==> src/rtl/dist_ram_rd_arbiter_pkg.sv <==
// Shared definitions for the lookup-table read arbiter: FSM encoding, default sizes, log2 helper.
package dist_ram_rd_arbiter_pkg;

  localparam int NUM_REQ_DEF    = 4;
  localparam int BRAM_DEPTH_DEF = 64;
  localparam int DATA_WIDTH_DEF = 32;

  localparam logic [0:0] S_INIT = 1'b0;
  localparam logic [0:0] S_RUN  = 1'b1;

  // Ceiling log2; callers only pass powers of two, so this is exact.
  function automatic int log2(input int value);
    int r;
    r = 0;
    for (int i = 0; i < 32; i++) begin
      if ((1 << r) < value) r++;
    end
    return r;
  endfunction

endpackage

==> src/rtl/dist_ram_rd_arbiter_if.sv <==
// Client lookup, response and host-write bundle; master = clients/host side, slave = arbiter.
interface dist_ram_rd_arbiter_if
  import dist_ram_rd_arbiter_pkg::*;
#(
  parameter int NUM_REQ    = NUM_REQ_DEF,
  parameter int ADDR_WIDTH = log2(BRAM_DEPTH_DEF),
  parameter int DATA_WIDTH = DATA_WIDTH_DEF,
  parameter int ID_WIDTH   = log2(NUM_REQ_DEF)
);

  logic [NUM_REQ-1:0]            req_vld;
  logic [NUM_REQ*ADDR_WIDTH-1:0] req_addr;
  logic [NUM_REQ-1:0]            req_rdy;
  logic                          rsp_vld;
  logic [ID_WIDTH-1:0]           rsp_id;
  logic [DATA_WIDTH-1:0]         rsp_data;
  logic                          wr_vld;
  logic [ADDR_WIDTH-1:0]         wr_addr;
  logic [DATA_WIDTH-1:0]         wr_data;
  logic                          wr_rdy;
  logic                          init_done;

  modport master (
    output req_vld, req_addr, wr_vld, wr_addr, wr_data,
    input  req_rdy, rsp_vld, rsp_id, rsp_data, wr_rdy, init_done
  );

  modport slave (
    input  req_vld, req_addr, wr_vld, wr_addr, wr_data,
    output req_rdy, rsp_vld, rsp_id, rsp_data, wr_rdy, init_done
  );

endinterface

==> src/rtl/dist_ram_rd_arbiter_sdport.sv <==
// Simple-dual-port distributed RAM: synchronous write on a/d/we, read port dpra with registered qdpo.
// Read of an address being written the same cycle returns the old entry (read-before-write).
module XDistRamSDPort #(
  parameter int DEPTH      = 64,
  parameter int ADDR_WIDTH = 6,
  parameter int DATA_WIDTH = 32
) (
  input  logic                  clk,
  input  logic                  we,
  input  logic [ADDR_WIDTH-1:0] a,
  input  logic [DATA_WIDTH-1:0] d,
  input  logic [ADDR_WIDTH-1:0] dpra,
  output logic [DATA_WIDTH-1:0] qdpo
);

  logic [DATA_WIDTH-1:0] mem_q [DEPTH];

  always_ff @(posedge clk) begin
    if (we) mem_q[a] <= d;
    qdpo <= mem_q[dpra];
  end

endmodule

==> src/rtl/dist_ram_rd_arbiter.sv <==
// Round-robin read arbiter + zero-fill/host-write owner of a shared SDP lookup table; 1-cycle lookup latency.
// Optional write-to-read bypass on same-address collision: DIST_RAM_RD_ARB_WR_BYPASS_EN.
module dist_ram_rd_arbiter
  import dist_ram_rd_arbiter_pkg::*;
#(
  parameter int NUM_REQ    = NUM_REQ_DEF,
  parameter int BRAM_DEPTH = BRAM_DEPTH_DEF,
  parameter int DATA_WIDTH = DATA_WIDTH_DEF,
  parameter int ADDR_WIDTH = log2(BRAM_DEPTH),
  parameter int ID_WIDTH   = log2(NUM_REQ)
) (
  input logic                  clk,
  input logic                  rst,
  dist_ram_rd_arbiter_if.slave arb
);

  logic [0:0]            state_q, state_d;
  logic [ADDR_WIDTH-1:0] fill_q, fill_d;
  logic [ID_WIDTH-1:0]   rr_ptr_q, rr_ptr_d;
  logic                  rsp_vld_q;
  logic [ID_WIDTH-1:0]   rsp_id_q;

  logic                  run;
  logic                  init_phase;
  logic                  gnt_any;
  logic [ID_WIDTH-1:0]   gnt_idx;
  logic [ID_WIDTH-1:0]   scan_idx;
  logic [ADDR_WIDTH-1:0] gnt_addr;
  logic                  wr_fire;

  logic                  ram_we;
  logic [ADDR_WIDTH-1:0] ram_a;
  logic [DATA_WIDTH-1:0] ram_d;
  logic [DATA_WIDTH-1:0] ram_q;
  logic [DATA_WIDTH-1:0] rsp_dat;

  // rst gates the handshakes combinationally so no grant or write slips through a reset cycle
  assign run        = (state_q == S_RUN) && !rst;
  assign init_phase = (state_q == S_INIT);

  always_comb begin
    gnt_any  = 1'b0;
    gnt_idx  = '0;
    scan_idx = '0;
    for (int k = 1; k <= NUM_REQ; k++) begin
      scan_idx = rr_ptr_q + ID_WIDTH'(k);
      if (!gnt_any && arb.req_vld[scan_idx]) begin
        gnt_any = 1'b1;
        gnt_idx = scan_idx;
      end
    end
    gnt_any = gnt_any && run;
  end

  assign gnt_addr    = arb.req_addr[int'(gnt_idx)*ADDR_WIDTH +: ADDR_WIDTH];
  assign arb.req_rdy = gnt_any ? ({{(NUM_REQ-1){1'b0}}, 1'b1} << gnt_idx) : '0;
  assign wr_fire     = run && arb.wr_vld;
  assign arb.wr_rdy  = run;

  assign ram_we = init_phase || wr_fire;
  assign ram_a  = init_phase ? fill_q : arb.wr_addr;
  assign ram_d  = init_phase ? '0 : arb.wr_data;

  XDistRamSDPort #(
    .DEPTH      (BRAM_DEPTH),
    .ADDR_WIDTH (ADDR_WIDTH),
    .DATA_WIDTH (DATA_WIDTH)
  ) u_ram (
    .clk  (clk),
    .we   (ram_we),
    .a    (ram_a),
    .d    (ram_d),
    .dpra (gnt_addr),
    .qdpo (ram_q)
  );

  always_comb begin
    state_d  = state_q;
    fill_d   = fill_q;
    rr_ptr_d = rr_ptr_q;
    if (init_phase) begin
      fill_d = fill_q + ADDR_WIDTH'(1);
      if (fill_q == ADDR_WIDTH'(BRAM_DEPTH - 1)) state_d = S_RUN;
    end
    if (gnt_any) rr_ptr_d = gnt_idx;
  end

  always_ff @(posedge clk) begin
    if (rst) begin
      state_q   <= S_INIT;
      fill_q    <= '0;
      rr_ptr_q  <= ID_WIDTH'(NUM_REQ - 1);
      rsp_vld_q <= 1'b0;
      rsp_id_q  <= '0;
    end else begin
      state_q   <= state_d;
      fill_q    <= fill_d;
      rr_ptr_q  <= rr_ptr_d;
      rsp_vld_q <= gnt_any;
      if (gnt_any) rsp_id_q <= gnt_idx;
    end
  end

`ifdef DIST_RAM_RD_ARB_WR_BYPASS_EN
  logic                  byp_hit_q;
  logic [DATA_WIDTH-1:0] byp_dat_q;

  // Capture the colliding write so the read returns the new value instead of the RAM's old entry
  always_ff @(posedge clk) begin
    if (rst) begin
      byp_hit_q <= 1'b0;
      byp_dat_q <= '0;
    end else begin
      byp_hit_q <= gnt_any && wr_fire && (arb.wr_addr == gnt_addr);
      byp_dat_q <= arb.wr_data;
    end
  end

  assign rsp_dat = byp_hit_q ? byp_dat_q : ram_q;
`else
  assign rsp_dat = ram_q;
`endif

  assign arb.rsp_vld   = rsp_vld_q && !rst;
  assign arb.rsp_id    = rst ? '0 : rsp_id_q;
  assign arb.rsp_data  = arb.rsp_vld ? rsp_dat : '0;
  assign arb.init_done = run;

endmodule

==> src/flat_wrapper.sv <==
// flat-port wrapper written by rule: the top's interface ports become plain ports
module dist_ram_rd_arbiter_flat import dist_ram_rd_arbiter_pkg::*;
#(
  parameter int NUM_REQ    = NUM_REQ_DEF,
  parameter int BRAM_DEPTH = BRAM_DEPTH_DEF,
  parameter int DATA_WIDTH = DATA_WIDTH_DEF,
  parameter int ADDR_WIDTH = log2(BRAM_DEPTH),
  parameter int ID_WIDTH   = log2(NUM_REQ)
)
  (clk, rst, arb_req_vld, arb_req_addr, arb_wr_vld, arb_wr_addr, arb_wr_data, arb_req_rdy, arb_rsp_vld, arb_rsp_id, arb_rsp_data, arb_wr_rdy, arb_init_done);
  dist_ram_rd_arbiter_if #(.NUM_REQ(NUM_REQ), .ADDR_WIDTH(ADDR_WIDTH), .DATA_WIDTH(DATA_WIDTH), .ID_WIDTH(ID_WIDTH)) arb_i ();
  input logic clk;
  input logic rst;
  input wire logic [$bits(arb_i.req_vld)-1:0] arb_req_vld;
  input wire logic [$bits(arb_i.req_addr)-1:0] arb_req_addr;
  input wire logic [$bits(arb_i.wr_vld)-1:0] arb_wr_vld;
  input wire logic [$bits(arb_i.wr_addr)-1:0] arb_wr_addr;
  input wire logic [$bits(arb_i.wr_data)-1:0] arb_wr_data;
  output wire logic [$bits(arb_i.req_rdy)-1:0] arb_req_rdy;
  output wire logic [$bits(arb_i.rsp_vld)-1:0] arb_rsp_vld;
  output wire logic [$bits(arb_i.rsp_id)-1:0] arb_rsp_id;
  output wire logic [$bits(arb_i.rsp_data)-1:0] arb_rsp_data;
  output wire logic [$bits(arb_i.wr_rdy)-1:0] arb_wr_rdy;
  output wire logic [$bits(arb_i.init_done)-1:0] arb_init_done;
  assign arb_i.req_vld = arb_req_vld;
  assign arb_i.req_addr = arb_req_addr;
  assign arb_i.wr_vld = arb_wr_vld;
  assign arb_i.wr_addr = arb_wr_addr;
  assign arb_i.wr_data = arb_wr_data;
  assign arb_req_rdy = arb_i.req_rdy;
  assign arb_rsp_vld = arb_i.rsp_vld;
  assign arb_rsp_id = arb_i.rsp_id;
  assign arb_rsp_data = arb_i.rsp_data;
  assign arb_wr_rdy = arb_i.wr_rdy;
  assign arb_init_done = arb_i.init_done;
  dist_ram_rd_arbiter #(.NUM_REQ(NUM_REQ), .BRAM_DEPTH(BRAM_DEPTH), .DATA_WIDTH(DATA_WIDTH), .ADDR_WIDTH(ADDR_WIDTH), .ID_WIDTH(ID_WIDTH)) u_core (.clk(clk), .rst(rst), .arb(arb_i));
endmodule
==> config.mk <==
export PLATFORM = sky130hd
export DESIGN_NAME = dist_ram_rd_arbiter_flat
export DESIGN_NICKNAME = d
export VERILOG_FILES = /design/src/rtl/dist_ram_rd_arbiter_pkg.sv /design/src/rtl/dist_ram_rd_arbiter_if.sv /design/src/rtl/dist_ram_rd_arbiter_sdport.sv /design/src/rtl/dist_ram_rd_arbiter.sv /design/src/flat_wrapper.sv
export SDC_FILE = /design/constraint.sdc
export NUM_CORES = 2
export LEC_CHECK = 0
export ABC_AREA = 0
export BUFFER_PORTS_ARGS = -buffer_cell sky130_fd_sc_hd__buf_2
export CAP_MARGIN = 5
export CORE_ASPECT_RATIO = 1.25
export CORE_UTILIZATION = 40
export CTS_BUF_LIST = sky130_fd_sc_hd__clkbuf_8
export CTS_CLUSTER_DIAMETER = 200
export DETAILED_ROUTE_END_ITERATION = 7
export PLACE_DENSITY_LB_ADDON = 0.3
export SLEW_MARGIN = 20
export SYNTH_ARGS = -nofsm -noshare
export SYNTH_HDL_FRONTEND = slang
export SYNTH_SLANG_ARGS = --single-unit
==> constraint.sdc <==
create_clock -name clk -period 4.2 [get_ports clk]
set_clock_uncertainty 0.05 [all_clocks]
set_input_delay 0 -clock clk [delete_from_list [all_inputs] [get_ports clk]]
set_output_delay 0 -clock clk [all_outputs]
set_load 0.005 [all_outputs]
======== Yosys cells after proc, flatten, opt, wreduce, memory -nomap -nowiden ========
Memories as Yosys holds them, arrays and structs flattened. A register that Yosys moved wholly into a read port is not among the register bits.
Index checks and enable logic that the tools add are counted.
word-level totals
  register bits ........................... 12
  bits in latches ......................... 0
  bits in writable memories ............... 2048
  ROM bits ................................ 0
  input port bits ......................... 69
  output and inout bits ................... 41
  word-level logic and storage cells ...... 56
  memories ................................ 1
operators by class
  add/subtract/negate cells ............... 4
  $mul .................................... 1
  divide/modulo/power cells ............... 0
  $lt $le $gt $ge ......................... 4
  equal/unequal tests ..................... 1
  shift-type cells ........................ 2
  multiplexer cells ....................... 25
  bitwise operators ....................... 1
  reductions and logical operators ........ 12
memory list
  memory              depth  bits a word  rd ports  clocked after Yosys merged registers in  wr ports  line                              text
  u_core.u_ram.mem_q  64     32           1         1                                        1         dist_ram_rd_arbiter_sdport.sv:16  logic [DATA_WIDTH-1:0] mem_q [DEPTH];
operators by type and width
  kind                                                                           count
  32-bit 2-to-1 mux                                                              2
  24-bit by 32-bit indexed part select with 6-bit output                         1
  2-bit by 3-bit less-than comparator with 1-bit output (second input constant)  4
  1-bit 2-to-1 mux                                                               12
  2-bit 2-to-1 mux                                                               5
  1-bit binary-select mux with 2-bit select                                      4
  1-bit logical AND                                                              7
  6-bit by 1-bit adder with 6-bit output (second input constant)                 1
  6-bit == test (second input constant)                                          1
  6-bit 2-to-1 mux                                                               1
  2-bit adder (second input constant)                                            2
  1-bit zero test                                                                4
  2-bit by 2-bit multiplier with 4-bit output (second input constant)            1
  4-bit 2-to-1 mux                                                               1
  1-bit by 2-bit left shift with 4-bit output (first input constant)             1
  2-bit by 1-bit adder with 2-bit output (second input constant)                 1
  1-bit logical OR                                                               1
  1-bit inverter                                                                 1

======== Logic depth before layout (Yosys ltp) ========
  depth after elaboration ................. 15
  mapped depth ............................ 14
  gate-level depth less buffers ........... 9

======== By module ========
A second synthesis with hierarchy kept.
unflattened totals
  cells, all modules ...................... 3506
  area total of the unflattened synthesis .. 79766.5 um^2
modules (own cells, without submodules)
  module               times used  cells an instance  area each (um^2)  seq. area each (um^2)
  XDistRamSDPort       1           3324               78515.3           62139.6
  dist_ram_rd_arbiter  1           182                1251.2            240.2

======== Least setup slack after synthesis ========
Ideal clock, no wire load.
  path kind ............................... reg-to-reg
  start point ............................. register u_core.state_q
  end point ............................... memory u_core.u_ram.mem_q[20][0], enable pin
  arrival time ............................ 2.803 ns
  required time ........................... 3.729 ns
  setup slack ............................. 0.926 ns
  cell stages (with the launch flop) ...... 7
  period minus slack after synthesis ...... 3.274 ns
  cells stage by stage .................... dfxtp_1 clkbuf_1 clkbuf_1 a21oi_1 nor2_1 nand2_1 nor2_1
on the way
  word-level cells in the longest chain between the ends .. 5
  elaborated cells on any way between the ends .. 7
  those cells by class .................... mux (3); bitwise (1); reduce/logical (3)
ends and longest elaborated chain
  item                                    line                              text
  start, declared                         dist_ram_rd_arbiter.sv:17         logic [0:0] state_q, state_d;
  start signal, assigned                  dist_ram_rd_arbiter.sv:96         state_q <= state_d;
  1-bit logical AND                       dist_ram_rd_arbiter.sv:38         assign run = (state_q == S_RUN) && !rst;
  1-bit logical AND                       dist_ram_rd_arbiter.sv:57         assign wr_fire = run && arb.wr_vld;
  1-bit logical OR                        dist_ram_rd_arbiter.sv:60         assign ram_we = init_phase || wr_fire;
  1-bit 2-to-1 mux                        dist_ram_rd_arbiter_sdport.sv:19  if (we) mem_q[a] <= d;
  1-bit 2-to-1 mux (implied by the code)  dist_ram_rd_arbiter_sdport.sv:19
  end, declared                           dist_ram_rd_arbiter_sdport.sv:16
Parallel ways exist; a longest one is shown, timed or not.

======== Worst setup path after layout ========
  start point ............................. register u_core.rr_ptr_q[0]
  end point ............................... register u_core.u_ram.qdpo[0], read port of u_core.u_ram.mem_q
on the way
  word-level cells in the longest chain between the ends .. 15
  elaborated cells on any way between the ends .. 26
  those cells by class .................... add/sub (3); mul (1); shift (1); mux (15); reduce/logical (6)
ends and longest elaborated chain
  item                                                        line                              text
  start, declared                                             dist_ram_rd_arbiter.sv:19         logic [ID_WIDTH-1:0] rr_ptr_q, rr_ptr_d;
  start signal, assigned                                      dist_ram_rd_arbiter.sv:92         rr_ptr_q <= ID_WIDTH'(NUM_REQ - 1);
  start signal, assigned                                      dist_ram_rd_arbiter.sv:98         rr_ptr_q <= rr_ptr_d;
  2-bit by 1-bit adder with 2-bit output                      dist_ram_rd_arbiter.sv:46         scan_idx = rr_ptr_q + ID_WIDTH'(k);
  1-bit binary-select mux with 2-bit select                   dist_ram_rd_arbiter.sv:47         if (!gnt_any && arb.req_vld[scan_idx]) begin
  1-bit 2-to-1 mux (implied by the code)                      dist_ram_rd_arbiter.sv:47
  1-bit 2-to-1 mux                                            dist_ram_rd_arbiter.sv:47
  1-bit zero test                                             dist_ram_rd_arbiter.sv:47
  1-bit logical AND                                           dist_ram_rd_arbiter.sv:47
  1-bit 2-to-1 mux                                            dist_ram_rd_arbiter.sv:47
  1-bit zero test                                             dist_ram_rd_arbiter.sv:47
  1-bit logical AND                                           dist_ram_rd_arbiter.sv:47
  1-bit 2-to-1 mux                                            dist_ram_rd_arbiter.sv:47
  1-bit zero test                                             dist_ram_rd_arbiter.sv:47
  1-bit logical AND                                           dist_ram_rd_arbiter.sv:47
  2-bit 2-to-1 mux (*)                                        dist_ram_rd_arbiter.sv:47
  2-bit by 2-bit multiplier with 4-bit output (*)             dist_ram_rd_arbiter.sv:55         assign gnt_addr = arb.req_addr[int'(gnt_idx)*ADDR_WIDTH +: ADDR_WIDTH];
  24-bit by 32-bit indexed part select with 6-bit output (*)  dist_ram_rd_arbiter.sv:55
  end, declared                                               dist_ram_rd_arbiter_sdport.sv:13  output logic [DATA_WIDTH-1:0] qdpo
Every way passes the cells marked *; elsewhere a longest branch is shown, timed or not. The select of a mux whose other input is x is not followed.
A chain may end at the register's enable or synchronous reset.

==> impl_metrics.json <==
{
  "crit_path_end_kind": "register",
  "core_um2": 201000,
  "critPathSlowestCell": "nor2_2",
  "track_usage": 0.240,
  "htreeDepth": 5,
  "num-fill-cells": 17300,
  "io_pins": 110,
  "outcome": "completed",
  "nets": 5533,
  "place_congestion": 0.878,
  "swShare": 0.254,
  "cts.sinks": 2092,
  "grt_pass1_vias": 47200,
  "cts_buffers": 330,
  "hold_viol": 0,
  "yosys_most_used_dff": "edfxtp_1",
  "setup_tns_ps": 0,
  "wl_um": 249000,
  "finalCritPeriodShare": 0.993,
  "finalWorstSetupSlack_ps": 29.0,
  "place_hpwl_um": 148000,
  "cts_setup_buffers": 0,
  "area.growth.synth_to_final_pct": 15.7,
  "grt_pass1_wl_um": 348000,
  "drt_first_pass_iters": 5,
  "worst_pin_slew_ps": 1220,
  "start_kind": "register",
  "synth_edf_count": 2048,
  "power_frac_seq": 0.536,
  "num_vias": 48800,
  "finalMaxSlewViolations": 0,
  "antenna_found_initial": 28,
  "crit_arrival_ps": 5120,
  "fmax_ghz": 0.240,
  "fin_util": 0.466,
  "synth_fp_nets": 5002,
  "ir_drop_mv": 0.391,
  "cp_max_fo": 31,
  "power.internal_mw": 32.0,
  "clkPwrFrac": 0.360,
  "worst-setup-path-type": "register to register",
  "p_leak_nw": 33.9,
  "start_util": 0.402,
  "cts_tree": "done",
  "setup_viol": 0,
  "post-place-ws_ps": 42.2,
  "place_area_um2": 87300,
  "rows": 184,
  "clk_path_buf_depth": 4,
  "final_common_cell": "edfxtp_1",
  "power_mw": 42.9,
  "drc_errors": 0,
  "p_switching_mw": 10.9,
  "drtIter0Drc": 6118,
  "cp_slowest_stage_delay_ps": 860,
  "viasPerCell": 5.81,
  "min_period_ps": 4170,
  "clk_latency_ps": 1060,
  "required_ps": 5150,
  "wl_per_cell_um": 29.7,
  "synth_cells": 4932,
  "drive_above_1_share": 0.195,
  "synthArstFlopShare": 0,
  "fin_area_um2": 93700,
  "max-cap-violations": 0,
  "path_cells": "nand2b_2 > a21bo_2 > nand3_2 > buf_4 > mux2i_1 > nor2_2 > nand2_1 > buf_12 > o22a_1 > nand4_1 > a32o_1",
  "grt_max_degree": 108,
  "yosys-top-cells-area": "edfxtp_1 76%, mux4_2 4.3%, nand2_1 3.5%, mux2i_1 2.5%, nor2_1 1.3%",
  "die_h_um": 505,
  "pwr-share-comb": 0.104,
  "slew_headroom": 0.189,
  "drtAntennaViolNets": 0,
  "syn_area_um2": 81000,
  "ys_ff_latch": 2092,
  "grt.overflow.total": 0,
  "cts-root-buf": "clkbuf_8",
  "dieArea_um2": 204000,
  "post_synth.cell_area_avg_um2": 16.4,
  "p_per_area_nw_per_um2": 458,
  "layout_common_cells": "2048 x edfxtp_1, 745 x nand2_1, 352 x clkbuf_8, 285 x buf_4, 205 x nor2_1",
  "min_path_type": "input port to register",
  "synth.distinct_cells": 57,
  "synth_top_cell_area_share": 0.759,
  "die_w_um": 404,
  "rsz0062_at_grt": "false",
  "clk_pin_slew_ps": 70,
  "yosysWarnings": 0,
  "ys_seq_area_frac": 0.770,
  "synth_top_area_cell": "edfxtp_1",
  "portBuffers": 109
}
==> state kept, by name (all words and copies together) (netlist names) <==
register and flops:
u_core.u_ram.mem_q 2048, u_core.rr_ptr_q 2, u_core.rsp_id_q 2, u_core.state_q 1, u_core.fill_q 6, u_core.u_ram.qdpo 32
u_core.rsp_vld_q 1
==> path summary, 6_finish.rpt <==
check | startpoint | end | slack [ps] | cells past startpoint
worst max-delay path | u_core.rr_ptr_q[0] | u_core.u_ram.qdpo[0] | 30 | 11
worst max register to register | u_core.rr_ptr_q[0] | u_core.u_ram.qdpo[0] | 30 | 11
worst min register to register | u_core.fill_q[2] | u_core.fill_q[2] | 510 | 2
worst min-delay path | arb_req_addr[7] | u_core.u_ram.qdpo[5] | 110 | 8
==> Yosys cell counts, types with 3 or more instances <==
library cell,count
xnor2_1,3
mux4_2,156
nor3_1,34
o22a_1,32
buf_4,21
o32ai_1,3
mux2_2,10
a21oi_1,37
nand2_1,746
nor2b_1,10
nand2b_1,16
clkbuf_1,150
nor3b_1,4
nand3_1,199
a221oi_1,31
o21ai_0,83
and2_1,66
a22oi_1,33
inv_1,6
nand4_1,62
edfxtp_1,2048
nor2_1,272
o21a_1,3
a32o_1,32
a32oi_1,100
buf_2,126
o221ai_1,62
buf_1,8
mux2i_1,202
dfxtp_1,44
o2111ai_1,32
a211o_1,32
a211oi_1,64
o22ai_1,64
o21ai_1,47
a31oi_1,66
==> per-layer routing <==
layer / up-vias / global-route usage / part of all wire
met4: 12 / 0.115 / 0.049
met2: 2542 / 0.377 / 0.47
met3: 426 / 0.0481 / 0.095
li1: 20500 / - / -
met5: - / 0 / 0.00032
met1: 25200 / 0.321 / 0.39
==> what timing repair did <==
action,4_1_cts,5_1_grt
hold buffers,60,0
endpoints found under the hold margin,2270,0
endpoints found under the setup margin,0,3
resized for setup,0,3
==> area by class of cell <==
cell class	instances	area, um^2	area share
clock inverter	201	843	0.00900
timing repair buffer	507	4360	0.0465
sequential	2092	62400	0.666
clock buffer	352	4840	0.0517
inverter	6	22.5	0.000240
multi-input combinational	2526	17800	0.190
antenna	14	35.0	0.000374
tap	2697	3370	0.0360
==> metrics by stage <==
| stage | instances | hold WS [ps] |
|---|---|---|
| detailed placement | 7767 | 331 |
| finish | 8395 | 106 |
| CTS | 8380 | 10.5 |
| floorplan | 4932 | -7.28 |
| global placement | 7767 | 321 |
| global route | 8384 | 117 |
==> logic make-up after synthesis <==
kind of cell / synth area share
simple gates: 0.0745
buf+inv: 0.0177
xor+xnor: 0.000433
mux: 0.0697
compound gates: 0.0671
fa+ha+maj: 0.000154
flops: 0.770
==> power groups by stage <==
stage	clock, mW	combinational [mW]	sequential, mW
after detailed placement	0	4.36	23.5
after CTS	15.7	4.42	23.0
final	15.4	4.45	23.0
after floorplan	0	2.32	23.2
after global placement	0	4.34	23.5
after global routing	16.5	4.64	23.0
==> critical path, delay by kind of cell, from the launching register on <==
family / cells / cell delay, ps
DFF: 1 / 440
and+or+nand+nor: 5 / 2110
buffers and inverters: 2 / 640
AOI/OAI and AO/OA: 3 / 640
muxes: 1 / 200
Power figures use the tool's default switching activity.
